File: src/rtl/parking_keypad_entry.sv
// parking_keypad_entry: debounced gate sensors plus two-digit keypad capture FSM.
// Optional entry timeout enabled by defining PARKING_KEYPAD_TIMEOUT_EN.
module parking_keypad_entry #(
  parameter int DEBOUNCE_CYCLES = 4,
  parameter int TIMEOUT_CYCLES  = 64
) (
  input  logic       clock,
  input  logic       reset,
  input  logic       raw_entry_sensor,
  input  logic       raw_exit_sensor,
  input  logic       key_strobe,
  input  logic [1:0] key_code,
  input  logic       key_clear,
  output logic       entry_sensor,
  output logic       exit_sensor,
  output logic [1:0] password_1,
  output logic [1:0] password_2,
  output logic       pwd_valid,
  output logic       timeout_pulse
);
  typedef enum logic [1:0] {IDLE, DIGIT1, DIGIT2, VALID} state_t;
  state_t state, state_d;
  logic [1:0] raw, filt, p1_d, p2_d;
  assign raw = {raw_exit_sensor, raw_entry_sensor};
  // Counter runs only while raw disagrees with the filtered level
  for (genvar g = 0; g < 2; g++) begin : deb
    logic f;
    logic [7:0] c;
    always_ff @(posedge clock) begin
      if (reset) begin
        f <= 1'b0;
        c <= '0;
      end else if (raw[g] == f) begin
        c <= '0;
      end else if (c == 8'(DEBOUNCE_CYCLES - 1)) begin
        f <= ~f;
        c <= '0;
      end else begin
        c <= c + 8'd1;
      end
    end
    assign filt[g] = f;
  end
  assign entry_sensor = filt[0];
  assign exit_sensor  = filt[1];
  assign pwd_valid    = state == VALID;
`ifdef PARKING_KEYPAD_TIMEOUT_EN
  logic [15:0] tcnt, tcnt_d;
  logic tmo, pulse_d;
  assign tmo = (state == DIGIT1 || state == DIGIT2) && tcnt == 16'(TIMEOUT_CYCLES - 1);
  always_ff @(posedge clock) begin
    if (reset) begin
      tcnt          <= '0;
      timeout_pulse <= 1'b0;
    end else begin
      tcnt          <= tcnt_d;
      timeout_pulse <= pulse_d;
    end
  end
`else
  assign timeout_pulse = 1'b0;
`endif
  always_comb begin
    state_d = state;
    p1_d    = password_1;
    p2_d    = password_2;
`ifdef PARKING_KEYPAD_TIMEOUT_EN
    tcnt_d  = '0;
    pulse_d = 1'b0;
`endif
    if (state == IDLE) begin
      state_d = entry_sensor ? DIGIT1 : IDLE;
    end else if (!entry_sensor) begin
      state_d = IDLE;
      p1_d    = '0;
      p2_d    = '0;
    end else if (key_clear) begin
      state_d = DIGIT1;
      p1_d    = '0;
      p2_d    = '0;
    end else if (key_strobe && state == DIGIT1) begin
      state_d = DIGIT2;
      p1_d    = key_code;
    end else if (key_strobe && state == DIGIT2) begin
      state_d = VALID;
      p2_d    = key_code;
`ifdef PARKING_KEYPAD_TIMEOUT_EN
    end else if (tmo) begin
      state_d = DIGIT1;
      p1_d    = '0;
      p2_d    = '0;
      pulse_d = 1'b1;
    end else if (state != VALID) begin
      tcnt_d  = tcnt + 16'd1;
`endif
    end
  end
  always_ff @(posedge clock) begin
    if (reset) begin
      state      <= IDLE;
      password_1 <= '0;
      password_2 <= '0;
    end else begin
      state      <= state_d;
      password_1 <= p1_d;
      password_2 <= p2_d;
    end
  end
endmodule

File: config.mk
export PLATFORM = sky130hd
export DESIGN_NAME = parking_keypad_entry
export DESIGN_NICKNAME = d
export VERILOG_FILES = /design/src/rtl/parking_keypad_entry.sv
export SDC_FILE = /design/constraint.sdc
export NUM_CORES = 1
export LEC_CHECK = 0
export CAP_MARGIN = 5
export CORE_ASPECT_RATIO = 1.2
export CORE_MARGIN = 2
export CORE_UTILIZATION = 42
export DETAILED_ROUTE_END_ITERATION = 10
export DONT_BUFFER_PORTS = 1
export GPL_TIMING_DRIVEN = 1
export SETUP_SLACK_MARGIN = 0.02
export SLEW_MARGIN = 25
export SYNTH_ARGS = -nofsm -noshare
export SYNTH_HDL_FRONTEND = slang
export SYNTH_SLANG_ARGS = --single-unit
File: constraint.sdc
create_clock -name clock -period 1.6 [get_ports clock]
set_input_delay 0.32 -clock clock [delete_from_list [all_inputs] [get_ports clock]]
set_output_delay 0.32 -clock clock [all_outputs]
set_load 0.01 [all_outputs]
==> impl_summary.md <==
Run status
The flow ran to the end, and the final reports show no timing, DRC or antenna violations.

Worst setup path
The worst setup path is launched from a flip-flop. STA classifies the critical path endpoint as a flip-flop. The critical path's slowest cell is dfxtp_1. The most critical setup path has its startpoint at deb[0].c[0]. The highest fanout seen on the critical path is 6. The family of cells with the greatest summed delay on the critical path is simple AND/OR/NAND/NOR gates. The critical path arrival is 1.59 ns. The required time reported for the critical path endpoint is 1.81 ns. In this design, the stage delay of the slowest critical-path cell is 0.41 ns. The critical path goes through ha_1 -> nor4b_2 -> nand2_1 -> nand2b_4 -> nor2_1. The worst register-to-register path begins at deb[0].c[0]. By startpoint and endpoint, the worst setup path is classified as reg2reg.

The number of buffers and inverters on the critical path is 0.

Floorplanning
The floorplan step set the die height to 58.8 µm. The initial core utilization is 0.451. The placeable core region is 0.00233 mm². From left edge to right edge, the die measures 49.6 µm.

The I/O pin total is 16. The initialized floorplan defines 19 standard-cell rows. The total die area is 0.00292 mm².

Finish
The antenna diode instance count is 0. The net total in the final layout is 129. Of the cells placed in the final design, the portion with a size suffix greater than 1 is 0.0932.

The fill cell total of the finished layout is 259. The area growth from synthesis to layout is 6.08%. The core occupancy in the finished layout is 0.478.

Timing
The setup TNS is 0 ns. The final clock period utilization by the worst path is 0.864. The fmax is 724 MHz. Setup repair after global routing left no endpoint under its margin.

The count of final setup violators is 0. The number of pins with negative max-slew slack in the final report is 0. The minimum period implied by the final worst setup slack is 1.38 ns. The clock arrives with 0.00264 ns of skew.

The final hold violation count is 0.

Drt
Dividing the detail-routed via count by the number of cells gives 5.04. The total via count in the routed design is 751. After detailed routing, the average wire length per cell comes to 11.3 µm. The DRC violation total after the first TritonRoute iteration is 13. In the routed design, unresolved DRC markers number 0. In this run the remaining antenna-violating nets after routing total 0. The first TritonRoute pass finished after 4 iterations. For this block, the routed nets add up to 1690 µm of wire.

Synth
In the synthesized netlist the async set-or-reset flop fraction comes to 0. Counting instances in the post-synthesis netlist gives the leading cell types as nor2_1 (25), dfxtp_1 (24), nand3_1 (9), xor2_1 (9). In this run, synthesis inferred 0 flip-flops with an integrated enable.

The netlist area before placement is 0.00105 mm². The flop and latch count out of synthesis is 24. Yosys printed 0 warnings. The top cell type's share of synthesized area is 0.458.

The synthesized design spends more area on one cell type than any other, namely dfxtp_1. Sorting the synthesized cells by area gives the leading types as dfxtp_1 (46%), nor2_1 (8.9%), xor2_1 (7.5%), nand3_1 (4.3%), xnor2_1 (4.2%). The unique cell type count in the Yosys netlist is 29. For this run, the leading register cell type out of synthesis is dfxtp_1.

After synthesis, the mean cell area works out to 9.05 µm². By instance count, the leading cell after synthesis is nor2_1. The instance count of the mapped netlist is 116. When the netlist entered floorplanning its net count stood at 126. For this run, the register share of the synthesized area comes to 0.458.

Min path
The path class of the lowest-slack min-delay path is in2reg. In this run the most critical hold path is launched from reset.

Clock network
At the later pin of the worst-skew pair, clock insertion delay measures 0.30 ns. Buffers added to address setup during post-CTS repair amount to 0. After clock tree synthesis, the clock-pin slew on the worst setup and hold paths is 0.13 ns. The number of resized instances in the post-cts repair step is 0. The clock passes through at most 2 buffers. The CTS sink count is 24.

TritonCTS built the clock tree. Hold repair after CTS inserted 0 buffers. Clock tree synthesis selected as its root buffer the cell clkbuf_4.

CTS built an H-tree with a depth of 1. The number of CTS-inserted buffers is 3.

Flow run
The max-cap check violation count is 0.

Global routing
The total overflow left after global routing is 0. Entering global routing, the biggest net connects 14 pins. The number of global-route vias before repair is 694. Across every metal layer, demand over resource in global routing totals 0.129. The number of antenna violations at the first check in global routing is 0. The first global-routing pass estimated 2930 µm of wire.

Power
The static leakage is 0.412 nW. The power density over the cells is 852 mW/mm². Across the VDD grid, the largest voltage drop is 580 µV.

Place
The HPWL after detailed placement is 1300 µm. The placer congestion estimate is 0.749. In this run the tool buffered the top-level ports with 0 buffer cells.
==> cell usage in the layout, fill, tap and decap left out, types with 2 or more instances in the layout <==
cell type  instances
nor2_1            25
nand3_1            9
a22oi_1            2
xor2_1             9
nand2b_1           3
xnor2_1            5
a21oi_1            3
dfxtp_1           24
mux2i_1            3
ha_1               2
and3_1             2
clkbuf_4           3
and3_2             2
nand2_1            5
and2_1             4
nor2b_1            2
nor3_1             3
==> report_power, final <==
part | total [W] | internal [W] | switching (W) | leakage [nW]
logic | 0.0000277 | 0.0000124 | 0.0000153 | 0.197
clock network | 0.000311 | 0.000139 | 0.000172 | 0.0210
registers | 0.000610 | 0.000604 | 0.00000625 | 0.194
total | 0.000948 | 0.000755 | 0.000194 | 0.412
==> metal layers <==
layer / wire [µm] / GRT usage / vias to the layer above
met3: 80 / 0.0431 / 2
met1: 749 / 0.160 / 345
li1: - / - / 390
met4: 22 / 0.0357 / 0
met2: 836 / 0.213 / 14
met5: 0 / 0 / -
==> path summary, 6_finish.rpt <==
path,slack (ns),end,cells after the start
worst max-delay path,0.22,deb[0].c[7],5
worst min-delay path,0.07,password_1[0],1
worst max register to register,0.22,deb[0].c[7],5
worst min register to register,0.47,deb[1].c[0],1
==> metrics by stage <==
step | std cells | setup slack [ns] | cell area, µm² | hold WS [ns] | power (W)
floorplan | 116 | 0.394 | 1050 | 0.429 | 0.000650
global placement | 145 | 0.338 | 1080 | 0.392 | 0.000650
detailed placement | 145 | 0.219 | 1080 | 0.395 | 0.000651
CTS | 149 | 0.211 | 1110 | 0.0541 | 0.000963
global route | 149 | 0.111 | 1110 | 0.0449 | 0.000985
finish | 149 | 0.218 | 1110 | 0.0672 | 0.000948
==> registers in the layout, summed over array words and instances (netlist names) <==
register,cells
deb.c,16
entry_sensor,1
exit_sensor,1
password_1,2
password_2,2
state,2
==> kinds of logic after synthesis <==
group | after synthesis | share of synthesized area
xor+xnor | 14 | 0.117
other cells | 1 | 0.00357
simple gates | 62 | 0.312
fa+ha+maj | 2 | 0.0238
mux | 3 | 0.0286
compound gates | 7 | 0.0429
flops | 24 | 0.458
buf+inv | 3 | 0.0143
==> layout make-up <==
class / instances / area, µm² / area share
multi-input cells: 89 / 554 / 0.498
clock buffers: 4 / 36.3 / 0.0326
flip-flops and latches: 24 / 480 / 0.431
inverters: 1 / 3.75 / 0.00337
well taps: 31 / 38.8 / 0.0348
Power figures use the tool's default switching activity.
